$ cat src/rtl/enc8to3_q.sv
// enc8to3_q: registered 8-to-3 request encoder with a valid/ready output slot.
//
// Request bits on d are collected in a pending register. Whenever the output
// slot is free (or is being accepted in the same cycle), one pending request
// is encoded into s and its pending bit is cleared.
//
// Build option: define ENC8TO3_RR_EN for round-robin selection; when it is
// left undefined, selection is fixed priority with bit 7 highest.
//
// Ports:
//   clk    in   1  clock, rising edge
//   rst    in   1  synchronous active-high reset
//   d      in   8  request lines, bit i requests code i
//   ready  in   1  consumer accepts s when valid & ready
//   s      out  3  encoded index held in the output slot
//   valid  out  1  output slot holds a code
//   pend   out  8  pending-request register (observation)
module enc8to3_q #(
  parameter bit STICKY = 1'b1
) (
  input  logic       clk,
  input  logic       rst,
  input  logic [7:0] d,
  input  logic       ready,
  output logic [2:0] s,
  output logic       valid,
  output logic [7:0] pend
);

  logic [7:0] pend_q, pend_d;
  logic [2:0] s_q, s_d;
  logic       valid_q, valid_d;
  logic       loadable;
  logic       do_load;
  logic [2:0] k;
  logic [7:0] clear_mask;

`ifdef ENC8TO3_RR_EN
  logic [2:0] ptr_q, ptr_d;

  // First set bit scanning upward from ptr; the 3-bit add wraps 7 -> 0.
  always_comb begin
    logic       found;
    logic [2:0] idx;
    k     = 3'd0;
    found = 1'b0;
    idx   = 3'd0;
    for (int j = 0; j < 8; j++) begin
      idx = ptr_q + 3'(j);
      if (!found && pend_q[idx]) begin
        k     = idx;
        found = 1'b1;
      end
    end
  end
`else
  // Ascending scan with last hit winning gives the highest set index.
  always_comb begin
    k = 3'd0;
    for (int j = 0; j < 8; j++) begin
      if (pend_q[j]) k = 3'(j);
    end
  end
`endif

  assign loadable = !valid_q || ready;
  assign do_load  = loadable && (pend_q != 8'h00);

  always_comb begin
    clear_mask = 8'h00;
    s_d        = s_q;
    valid_d    = valid_q;
    if (loadable) begin
      valid_d = do_load;
      if (do_load) begin
        s_d           = k;
        clear_mask[k] = 1'b1;
      end
    end
    // Set wins over clear: a fresh request for the code being loaded re-pends.
    if (STICKY) pend_d = (pend_q & ~clear_mask) | d;
    else        pend_d = d;
  end

`ifdef ENC8TO3_RR_EN
  always_comb begin
    ptr_d = ptr_q;
    if (do_load) ptr_d = k + 3'd1;
  end

  always_ff @(posedge clk) begin
    if (rst) ptr_q <= 3'd0;
    else     ptr_q <= ptr_d;
  end
`endif

  always_ff @(posedge clk) begin
    if (rst) begin
      pend_q  <= 8'h00;
      s_q     <= 3'd0;
      valid_q <= 1'b0;
    end else begin
      pend_q  <= pend_d;
      s_q     <= s_d;
      valid_q <= valid_d;
    end
  end

  assign s     = s_q;
  assign valid = valid_q;
  assign pend  = pend_q;

endmodule

$ cat config.mk
export PLATFORM = sky130hd
export DESIGN_NAME = enc8to3_q
export DESIGN_NICKNAME = d
export VERILOG_FILES = /design/src/rtl/enc8to3_q.sv
export SDC_FILE = /design/constraint.sdc
export NUM_CORES = 1
export LEC_CHECK = 0
export BUFFER_PORTS_ARGS = -buffer_cell sky130_fd_sc_hd__buf_2
export CORE_MARGIN = 1.5
export CORE_UTILIZATION = 39
export DETAILED_ROUTE_END_ITERATION = 6
export PLACE_DENSITY = 0.71
export SLEW_MARGIN = 0
export SYNTH_ARGS = -nofsm -noshare
export SYNTH_HDL_FRONTEND = slang
export SYNTH_SLANG_ARGS = --single-unit
$ cat constraint.sdc
create_clock -name clk -period 1.1 [get_ports clk]
set_input_delay 0.11 -clock clk [delete_from_list [all_inputs] [get_ports clk]]
set_output_delay 0.11 -clock clk [all_outputs]
set_load 0.05 [all_outputs]
# [Word-level counts from Yosys, hierarchy flattened]
# Cells that the tools add are included.
[totals] ff_bits=12 latchBits=0 ram_bits=0 mem_bits_ro=0 input_bits=11 out_inout_bits=12 memories=0
[classes] add_sub_neg=0 mul=0 div=0 magnitude_cmp=2 n_eq_ne=0 shift=0 muxes=11 n_bitwise=3 n_reduce_logical=6
[ops] operator="2-to-1 mux 8 bit" count=2
[ops] operator="2-to-1 mux 3 bit" count=5
[ops] operator="AND 8 bit" count=1
[ops] operator="inverter 8 bit" count=1
[ops] operator="OR 8 bit" count=1
[ops] operator="nonzero test 8 bit" count=1
[ops] operator="less-than comparator 3 x 4 -> 1 bit (second input constant)" count=1
[ops] operator="demux 1 bit (select 3 bit)" count=1
[ops] operator="greater-or-equal comparator 3 x 1 -> 1 bit (second input constant)" count=1
[ops] operator="logical AND 1 bit" count=2
[ops] operator="2-to-1 mux 1 bit" count=2
[ops] operator="2-to-1 mux 2 bit" count=1
[ops] operator="AND reduction 2 bit" count=1
[ops] operator="logical NOT 1 bit" count=1
[ops] operator="logical OR 1 bit" count=1

# [Depth between registers and ports, before layout]
# Gate-level depths: netlist (run 1).
[depth] depth_word=16 ltp_mapped=4 ltp_nobuf=4

# [Worst setup path before layout (run 1)]
# OpenSTA, ideal clock, no wires.
[synth_path] path_type="register -> register" startpoint="reg pend_q[6], in the netlist pend[6]" endpoint="reg s_q[1], in the netlist s[1]" t_arrival_ps=1373 t_required_ps=970 path_slack_ps=-403 stages_incl_launch_ff=5 synth_period_minus_slack_ps=1503 path_cell_list="dfxtp_1 nor2_1 a31oi_1 o311a_1 nor3_2"
[synth_via] elab_chain_cells=3 word_cells_on_any_way=5
[synth_lines] element="from (decl)" line_no="30" rtl="logic [7:0] pend_q, pend_d;"
[synth_lines] element="from (signal assigned)" line_no="103" rtl="pend_q <= pend_d;"
[synth_lines] element="nonzero test 8 bit" line_no="67" rtl="assign do_load = loadable && (pend_q != 8'h00);"
[synth_lines] element="logical AND 1 bit" line_no="67"
[synth_lines] element="AND reduction 2 bit (no source line)"
[synth_lines] element="to (signal assigned)" line_no="100" rtl="s_q <= 3'd0;"
[synth_lines] element="to (signal assigned)" line_no="104" rtl="s_q <= s_d;"
[synth_lines] element="to (decl)" line_no="31" rtl="logic [2:0] s_q, s_d;"
# Several ways; a longest one is shown, not always the timed one.
# A chain may end at the register's enable or synchronous reset.

# [Final worst setup path (run 1)]
[layout_path] startpoint="reg pend_q[2], in the netlist pend[2]" endpoint="reg pend_q[0], in the netlist pend[0]"
[layout_via] elab_chain_cells=15 word_cells_on_any_way=18
[layout_lines] element="2-to-1 mux 2 bit" line_no="61" rtl="if (pend_q[j]) k = 3'(j);"
[layout_lines] element="2-to-1 mux 3 bit (5 in a row)" line_no="61"
[layout_lines] element="less-than comparator 3 x 4 -> 1 bit (implied by the code) / greater-or-equal comparator 3 x 1 -> 1 bit (equally long branches)" line_no="77" rtl="clear_mask[k] = 1'b1;"
[layout_lines] element="logical AND 1 bit (implied by the code)" line_no="77"
[layout_lines] element="2-to-1 mux 1 bit (implied by the code)" line_no="77"
[layout_lines] element="demux 1 bit (select 3 bit)" line_no="77"
[layout_lines] element="2-to-1 mux 8 bit *" line_no="75" rtl="if (do_load) begin"
[layout_lines] element="2-to-1 mux 8 bit *" line_no="73" rtl="if (loadable) begin"
[layout_lines] element="inverter 8 bit *" line_no="81" rtl="if (STICKY) pend_d = (pend_q & ~clear_mask) | d;"
[layout_lines] element="AND 8 bit *" line_no="81"
[layout_lines] element="OR 8 bit *" line_no="81"
# Mark *: on every way between the ends. The rest lies on a longest branch, timed or not.

==> results of run 1 <==
==> cell families (layout without fill, tap and decap cells) <==
kind of cell | count (synthesis) | after routing
buffers and inverters | 6 | 37
DFF | 12 | 12
AOI/OAI and AO/OA | 22 | 22
and+or+nand+nor | 21 | 21
==> sequential cells by signal, summed over array words and instances (netlist names) <==
name	cells
pend	8
s	3
valid	1
==> routing by layer <==
| metal | GRT usage, % | wire [um] | vias to the layer above | part of all wire (%) |
|---|---|---|---|---|
| li1 | - | - | 281 | - |
| met1 | 24.2 | 610 | 257 | 43 |
| met2 | 28.3 | 687 | 21 | 48 |
| met3 | 3.47 | 81 | 5 | 5.7 |
| met4 | 15.5 | 41 | 0 | 2.9 |
| met5 | 0 | 0 | - | 0 |
==> cell usage after synthesis (all sizes together), types with 2 or more instances <==
cell	number
nor2	13
nor3	2
a211oi	2
inv	5
nand2	3
a311oi	2
dfxtp	12
o21ai	4
a21oi	9
==> critical path: cells and delay by family (launching register included) <==
family | cells | cell delay (ns)
buffers and inverters | 1 | 0.05
DFF | 1 | 0.37
AOI/OAI and AO/OA | 3 | 0.66
==> final timing paths <==
check,start,endpoint,slack [ns]
hold reg to reg,s[0],s[0],0.48
setup reg to reg,pend[2],pend[0],-0.07
setup / recovery,pend[2],pend[0],-0.07
hold / removal,d[5],pend[5],0.04
==> final cells by class <==
| type | instances | area share (%) |
|---|---|---|
| Tap cell | 14 | 2.17 |
| Timing Repair Buffer | 28 | 20.8 |
| Clock buffer | 3 | 2.80 |
| Clock inverter | 1 | 0.466 |
| Sequential cell | 12 | 33.4 |
| Multi-Input combinational cell | 43 | 38.0 |
| Inverter | 5 | 2.33 |
==> metrics by stage <==
stage          utilization, %  area (um^2)  cells  TNS (ns)  hold slack (ns)
6_report                 69.7          806    106    -0.234           0.0358
5_1_grt                  69.7          806    106    -0.645           0.0421
4_1_cts                  63.9          738    103   -0.0829           0.0382
3_5_place_dp             61.1          707     99   -0.0795            0.325
3_3_place_gp             61.1          707     99  -0.00471            0.310
2_1_floorplan               -          561     61    -0.162            0.172
==> report_power, final <==
group          total [mW]  internal [mW]  switching, mW
logic               0.370          0.130          0.241
clock network       0.291          0.132          0.160
registers           0.518          0.470         0.0479
total                1.18          0.731          0.448
==> repair_timing <==
item / in CTS / in global routing
endpoints found under the hold margin: 0 / 0
setup buffers: 0 / 3
pin swaps: 4 / 5
resized for setup: 2 / 13
endpoints found under the setup margin: 6 / 8
==> placed cells by master, fill, tap and decap left out <==
cell	synthesis	routed
nor4_4	1	1
dfxtp_1	12	3
buf_6	0	2
o41ai_2	0	1
a21oi_1	9	8
clkinv_1	0	1
a211oi_2	0	1
nor2_4	0	1
nor2b_4	0	1
dfxtp_4	0	7
buf_2	0	20
o31a_1	1	1
nand2b_1	1	1
nand2_1	3	2
a311oi_1	2	2
a21oi_2	0	1
o21ai_0	3	2
nor3_2	1	2
a31oi_2	0	1
o21ai_1	1	1
o311a_1	1	1
o31ai_2	0	1
o21ai_2	0	1
inv_1	5	5
a211oi_1	2	1
nor2_1	13	10
dfxtp_2	0	2
nor2_2	0	2
clkbuf_4	0	3
nand2_2	0	1
buf_4	0	6
==> key figures, run 1 <==
Clock network
  – CTS HTree Levels: 1
  – CTS root buffer: clkbuf_4
  – Total CTS buffers: 3
  – Clk Latency, worst-skew pair: 0.28 ns
  – Hold buffers post-CTS: 0
  – Clk buf depth: 2
  – Clk slew on worst S/H paths: 0.08 ns
  – Clock sink total: 12
  – CTS tree: yes

Route
  – Residual DRC: 0
  – Vias/cell: 5.32
  – Via count of the routed design: 564
  – DR pass1 iterations: 4
  – Routed Antenna Nets: 0
  – Average wire per cell in the routed design: 13.4 um
  – Starting DRT DRC Count: 7
  – Final Routed Wirelength: 1.42 mm

Status
  – Failing checks: setup timing
  – Status: finished, violations left

Setup path
  – CP max stage cell: dfxtp_4
  – Crit-path cells: inv_1 -> a21oi_1 -> o31a_1 -> a311oi_1
  – Startpoint types: flop
  – CP max stage delay: 0.37 ns
  – Crit-path max FO: 4
  – Critical path type: flop to flop
  – Crit path DAT: 1.36 ns
  – Reg2Reg Depth: 4
  – Crit. End Element: flop
  – Worst path required time: 1.29 ns

STA
  – Period utilization: 106%
  – RSZ-0062 raised after global routing: true
  – Max-slew headroom: 82.0%
  – Setup violators final: 5
  – Layout Skew: 0.000646 ns
  – Worst Tran Pin Value: 0.268 ns
  – FMAX: 855 MHz
  – Min Clock Period, post-route: 1.17 ns
  – Final slew viol count: 0
  – Final hold viol count: 0
  – PnR worst setup slack: -0.0697 ns

Synthesis
  – Main combinational cell family by area after synthesis: compound AO/OA/AOI/OAI gates
  – Synth area leaders: dfxtp_1 (47%), nor2_1 (9.6%), a21oi_1 (8.8%)
  – Area share of the leading cell type in the synthesized netlist: 47.1%
  – Number of synthesis warnings: 0
  – Synth Area in Adders: 0%
  – Number of synthesized flops with an enable pin: 0
  – Synthesized-area fraction occupied by and/or/nand/nor cells: 21.3%
  – Synth Net Count: 72
  – Area fraction in compound gates after synthesis: 27.2%
  – Mux contribution to synthesized area: 0%
  – Async S/R FF share, synth: 0%
  – Area leader, netlist: dfxtp_1
  – Post-synthesis sequential area ratio: 47.1%
  – Mapped Cells: 61
  – Xor/xnor share of the synthesized area: 0%
  – Cell Area, Synth: 510 um^2
  – Cell variety after synth: 20
  – Syn_area_per_cell: 8.37 um^2
  – #FFs+latches synth: 12
  – Post-synth top flop: dfxtp_1

Cells and area
  – Antenna cells: 0
  – Storage cell area: 269 um^2
  – Fillers: 105
  – Final #Nets: 104
  – Area grow syn2layout: 57.8%
  – Area of the multi-input gates: 307 um^2
  – Share of layout cells above drive strength 1: 58.7%

Placement
  – PortBufs: 22
  – GPL Wtd Cong: 0.801
  – Placement Setup Slack: -0.0342 ns
  – Final HPWL DP: 958 um

Global routing
  – Vias in the first global route: 432
  – Number of antenna violations at the first check in global routing: 0
  – Remaining global-route overflow: 0
  – First-pass GRT wire length: 1.90 mm
  – Total GRT Usage: 19.3%
  – Largest net degree at the start of global routing: 13

Worst hold path
  – Hold Path Class: input port to flop
  – Worst hold stages: 3

Die
  – Die Span Y: 39.2 um
  – Die Width: 39.2 um
  – I/O Pins: 23
  – Initial Utilization: 44.2%
  – Site Rows: 12
  – Die area: 0.00154 mm^2
  – Core area: 0.00116 mm^2

Power and ir drop
  – Peak VDD IR: 779 uV
  – Cell Pwr Density: 1460 mW/mm^2
  – Total power: 1.18 mW
  – Leakage: 0.366 nW

Run
  – Max-cap violations: 0
(Power assumes the default switching activity.)
==> run 2: changes to the inputs <==
ABC_AREA = 1   (was default)
CORE_UTILIZATION = 40   (was 39)
==> run 2 against run 1 <==
The run still ends with setup timing left. Clock power up 19%. Cell count up 19%. Power up 5.6%. Combinational power up 7.8%. Sequential share of layout area down 2.2 points. Utilization down 3.0 points. Synthesized cell count up 28%. Fmax up 4.2%. Critical path depth up 3. Flip-flop and latch count unchanged. Sequential power down 4%. Largest cell class unchanged.
==> key figures, run 2 <==
Route
  – Vias/cell: 4.84
  – Routed Antenna Nets: 0
  – Final Routed Wirelength: 1.36 mm
  – Via count of the routed design: 610
  – Residual DRC: 0
  – Starting DRT DRC Count: 18
  – DR pass1 iterations: 4
  – Average wire per cell in the routed design: 10.8 um

STA
  – PnR worst setup slack: -0.0230 ns
  – Worst Tran Pin Value: 0.262 ns
  – Final slew viol count: 0
  – Final hold viol count: 0
  – FMAX: 890 MHz
  – Layout Skew: 0.00161 ns
  – Setup TNS: -0.0543 ns
  – Setup violators final: 5
  – RSZ-0062 raised after global routing: true
  – Period utilization: 102%
  – Min Clock Period, post-route: 1.12 ns
  – Hold Slack: 0.0498 ns
  – Max-slew headroom: 82.5%

Clock network
  – Clk buf depth: 2
  – CTS root buffer: clkbuf_4
  – Clk Latency, worst-skew pair: 0.27 ns
  – CTS HTree Levels: 1
  – Clock sink total: 12
  – CTS tree: yes
  – Total CTS buffers: 3
  – Hold buffers post-CTS: 0
  – Clk slew on worst S/H paths: 0.08 ns

Setup path
  – Crit. End Element: flop
  – Crit path DAT: 1.32 ns
  – Flop2flop setup slack: -0.02 ns
  – Worst path required time: 1.30 ns
  – Reg2Reg Launch Point: pend[3]
  – Startpoint types: flop
  – Reg2Reg Depth: 7
  – Reg2reg end: pend[7]
  – Crit-path max FO: 9
  – Critical Path Start: pend[3]
  – Critical path type: flop to flop
  – Worst setup endpoint: pend[7]

Placement
  – GPL Wtd Cong: 0.796
  – Final HPWL DP: 907 um
  – Placement Setup Slack: -0.0553 ns
  – PortBufs: 22
  – Placed Area: 772 um^2

Synthesis
  – Number of synthesis warnings: 0
  – Synth area leaders: dfxtp_1 (42%), inv_1 (11%), nand2_1 (11%)
  – Mapped Cells: 78
  – Area share of the leading cell type in the synthesized netlist: 42.0%
  – Cell variety after synth: 17
  – Number of synthesized flops with an enable pin: 0
  – Post-synth top flop: dfxtp_1
  – Post-synthesis sequential area ratio: 42.0%
  – Syn_area_per_cell: 7.33 um^2
  – #FFs+latches synth: 12
  – Synth Net Count: 89
  – Area leader, netlist: dfxtp_1
  – Async S/R FF share, synth: 0%
  – Cell Area, Synth: 572 um^2
  – Top post-synthesis cells by count: inv_1 (16), nand2_1 (16), dfxtp_1 (12)

Die
  – I/O Pins: 23
  – Die Span Y: 40.8 um
  – Die area: 0.00167 mm^2
  – Core area: 0.00132 mm^2
  – Site Rows: 13
  – Initial Utilization: 43.4%
  – Die Width: 40.8 um

Status
  – Failing checks: setup timing
  – Status: finished, violations left

Power and ir drop
  – Leakage: 0.450 nW
  – Peak VDD IR: 701 uV
  – Cell Pwr Density: 1420 mW/mm^2

Cells and area
  – Final Instance Area: 878 um^2
  – Commonest non-fill, non-tap cell in the layout: buf_2
  – Final #Nets: 123
  – Share of layout cells above drive strength 1: 56.8%
  – Most frequent cells in the layout: buf_2 (19), inv_1 (15), nand2_1 (13)
  – Antenna cells: 0
  – Area grow syn2layout: 53.6%
  – Largest register FFs: 8

Global routing
  – Vias in the first global route: 516
  – Number of antenna violations at the first check in global routing: 0
  – Largest net degree at the start of global routing: 13
  – First-pass GRT wire length: 2.01 mm
  – Remaining global-route overflow: 0
  – Total GRT Usage: 18.7%

Run
  – Max-cap violations: 0

Worst hold path
  – Hold Path Class: input port to flop
## run 2: cell count changes after synthesis, moves of 3 or more
cell,change
nand2_1,+13
inv_1,+11
nor2_1,-8
a21oi_2,+3
o21ai_0,-3
## run 2: critical path, cell delays in order, from the launching register on
cell and delay [ns]:
dfxtp_4 0.36, nor2_4 0.12, nand2_2 0.07, nor2_4 0.17
nor2_8 0.06, inv_2 0.07, nand2_1 0.06, a21oi_2 0.12
## run 2: stage by stage
step	util (%)	instances	power, mW
finish	66.7	126	1.25
floorplan	-	78	0.765
detailed placement	58.6	118	0.858
global route	66.7	126	1.31
CTS	63.9	124	1.23
global placement	58.6	118	0.854
## run 2: final cells by class
cell class / instances / area (um^2)
well taps: 15 / 18.8
multi-input cells: 48 / 308
repair buffers: 30 / 178
clock buffers: 4 / 36.3
inverters: 17 / 63.8
fillers: 112 / 439
flip-flops and latches: 12 / 274
## run 2: worst min-delay path by stage
stage / from / end / slack [ns] / cells after the start
6_report: d[6] / pend[6] / 0.05 / 3
4_1_cts: d[4] / pend[4] / 0.04 / 3
5_1_grt: d[3] / pend[3] / 0.07 / 3
3_3_place_gp: d[4] / pend[4] / 0.32 / 3
2_1_floorplan: rst / pend[7] / 0.17 / 1
3_5_place_dp: d[4] / pend[4] / 0.33 / 3
## run 2: cell families (layout without fill, tap and decap cells)
logic type / count (synthesis) / in the layout / synth area share, %
and+or+nand+nor: 32 / 32 / 29.5
AOI/OAI and AO/OA: 16 / 16 / 16.6
buffers and inverters: 18 / 51 / 11.8
DFF: 12 / 12 / 42.0
## run 2: where the power goes
| part | internal (mW) | switching (mW) | total (mW) |
|---|---|---|---|
| clock | 0.201 | 0.146 | 0.347 |
| combinational | 0.135 | 0.264 | 0.399 |
| sequential | 0.466 | 0.0329 | 0.499 |
## run 2: timing repair
item | in CTS | in global routing
setup buffers | 2 | 2
pin swaps | 2 | 4
endpoints found under the setup margin | 12 | 11
endpoints found under the hold margin | 0 | 0
gates resized for setup | 5 | 9
## run 2: metal layers
| metal | track usage (%) | vias up | wire length (um) |
|---|---|---|---|
| met5 | 0 | - | 0 |
| met4 | 12.5 | 0 | 11 |
| met3 | 3.26 | 2 | 91 |
| met2 | 31.3 | 24 | 664 |
| met1 | 21.2 | 277 | 591 |
| li1 | - | 307 | - |
==> run 3: changes to the inputs <==
CTS_CLUSTER_SIZE = 10   (was default)
GPL_ROUTABILITY_DRIVEN = 0   (was default)
REMOVE_ABC_BUFFERS = 1   (was default)
==> run 3 against run 2 <==
Flip-flop and latch count is the same. Power shrank 4.4%. Via count is 0.66% lower. Wire length is 3.7% lower. Final area shrank 0.43%. Cell count grew 2.4%. Highest routed layer unchanged. The flow still finishes with violations (setup timing). Worst setup slack got worse by 0.028 ns.
==> key figures, run 3 (synthesis gave the netlist of run 2 again) <==
Status
  – Status: finished, violations left
  – Failing checks: setup timing

Die
  – Die area: 0.00167 mm^2
  – Initial Utilization: 43.4%
  – Site Rows: 13
  – Core area: 0.00132 mm^2
  – Die Width: 40.8 um
  – Die Span Y: 40.8 um
  – I/O Pins: 23

Setup path
  – Crit-path max FO: 5
  – CP max stage cell: dfxtp_2
  – Critical path type: flop to flop
  – Top delay family on crit path: simple AND/OR/NAND/NOR gates
  – Startpoint types: flop
  – Reg2Reg Launch Point: pend[5]
  – Worst path required time: 1.31 ns
  – Crit-path cells: nor2_4 -> nand2_2 -> nor2_4 -> nor2_8 -> nand2_1 -> o21ai_2 -> a21oi_1
  – Critical Path Start: pend[5]
  – Crit. End Element: flop
  – Buf/Inv on CP: 0
  – Most common cell on crit path: nor2_4
  – CP max stage delay: 0.34 ns
  – Crit path DAT: 1.36 ns

STA
  – Period utilization: 105%
  – Setup TNS: -0.277 ns
  – Setup violators final: 9
  – Max-slew headroom: 83.3%
  – Final slew viol count: 0
  – PnR worst setup slack: -0.0514 ns
  – RSZ-0062 raised after global routing: true
  – Layout Skew: 0.00171 ns
  – Worst Tran Pin Value: 0.251 ns
  – FMAX: 868 MHz
  – Min Clock Period, post-route: 1.15 ns
  – Final hold viol count: 0

Placement
  – Final HPWL DP: 937 um
  – Placed Area: 749 um^2
  – PortBufs: 22

Global routing
  – Vias in the first global route: 510
  – Total GRT Usage: 19.2%
  – First-pass GRT wire length: 2.01 mm
  – Number of antenna violations at the first check in global routing: 0
  – Largest net degree at the start of global routing: 13
  – Remaining global-route overflow: 0

Route
  – Starting DRT DRC Count: 11
  – Average wire per cell in the routed design: 10.1 um
  – Final Routed Wirelength: 1.31 mm
  – Vias/cell: 4.70
  – DR pass1 iterations: 4
  – Routed Antenna Nets: 0
  – Via count of the routed design: 606
  – Residual DRC: 0

Cells and area
  – Final #Nets: 127
  – Share of layout cells above drive strength 1: 55.3%
  – Antenna cells: 0
  – Commonest non-fill, non-tap cell in the layout: buf_2
  – Largest register FFs: 8
  – Fillers: 119
  – Final Util: 66.4%
  – Most frequent cells in the layout: buf_2 (17), inv_1 (15), buf_4 (13)
  – Area grow syn2layout: 53.0%
  – Final Instance Area: 875 um^2

Clock network
  – Clock sink total: 12
  – Total CTS buffers: 3
  – CTS HTree Levels: 1
  – CTS root buffer: clkbuf_4
  – CTS tree: yes
  – Clk Latency, worst-skew pair: 0.27 ns
  – Clk slew on worst S/H paths: 0.07 ns
  – Clk buf depth: 2

Power and ir drop
  – Leakage: 0.454 nW
  – Peak VDD IR: 882 uV
  – Total power: 1.19 mW
  – Cell Pwr Density: 1360 mW/mm^2

Worst hold path
  – Hold path startpoint: d[4]
  – Hold Path Class: input port to flop

Run
  – Max-cap violations: 0
run 3: changes by cell type in the layout (fill, tap and decap cells not counted), sizes merged:
cell | before | now
clkbuf | 4 | 5
buf | 30 | 31
nor2 | 10 | 11
run 3: stage by stage:
stage / setup slack [ns] / hold slack, ns / cells
after floorplan: -0.351 / 0.172 / 77
after global routing: -0.133 / 0.0679 / 129
after global placement: -0.0491 / 0.316 / 121
final: -0.0514 / 0.0547 / 129
after CTS: -0.0225 / 0.0651 / 126
after detailed placement: -0.0779 / 0.339 / 121
run 3: what timing repair did:
| item | 4_1_cts | 5_1_grt |
|---|---|---|
| pin swaps | 4 | 5 |
| gates resized for setup | 12 | 13 |
| gates cloned | 0 | 1 |
| endpoints found under the setup margin | 13 | 13 |
| setup buffers | 2 | 2 |
| endpoints found under the hold margin | 0 | 0 |
| hold buffers | 0 | 0 |
run 3: layout make-up:
cell class                 count  area [um^2]  area share, %
tap                           15         18.8           2.15
sequential                    12          249           28.5
inverter                      17         63.8           7.30
clock buffer                   3         22.5           2.58
timing repair buffer          33          209           23.9
multi-input combinational     49          312           35.6
run 3: metal layers:
metal / part of all wire, % / vias to the layer above / global-route usage, %
met5: 0 / - / 0
met4: 1.7 / 0 / 15.0
met3: 5.3 / 4 / 3.26
met2: 48 / 24 / 32.4
met1: 45 / 263 / 21.0
li1: - / 315 / -
run 3: path summary, 6_finish.rpt:
kind	end	slack, ns	cells after the start
worst min register to register	s[2]	0.46	2
worst max register to register	pend[0]	-0.05	7
worst min-delay path	pend[4]	0.05	3
worst max-delay path	pend[0]	-0.05	7
run 3: worst min-delay path: stages:
cell and delay (ns):
buf_2 0.08, a21oi_1 0.03, nor2_1 0.07
run 3: power breakdown:
| part | switching, mW | internal [mW] |
|---|---|---|
| Sequential | 0.0295 | 0.473 |
| Combinational | 0.270 | 0.152 |
| Clock | 0.140 | 0.127 |
| Total | 0.439 | 0.751 |
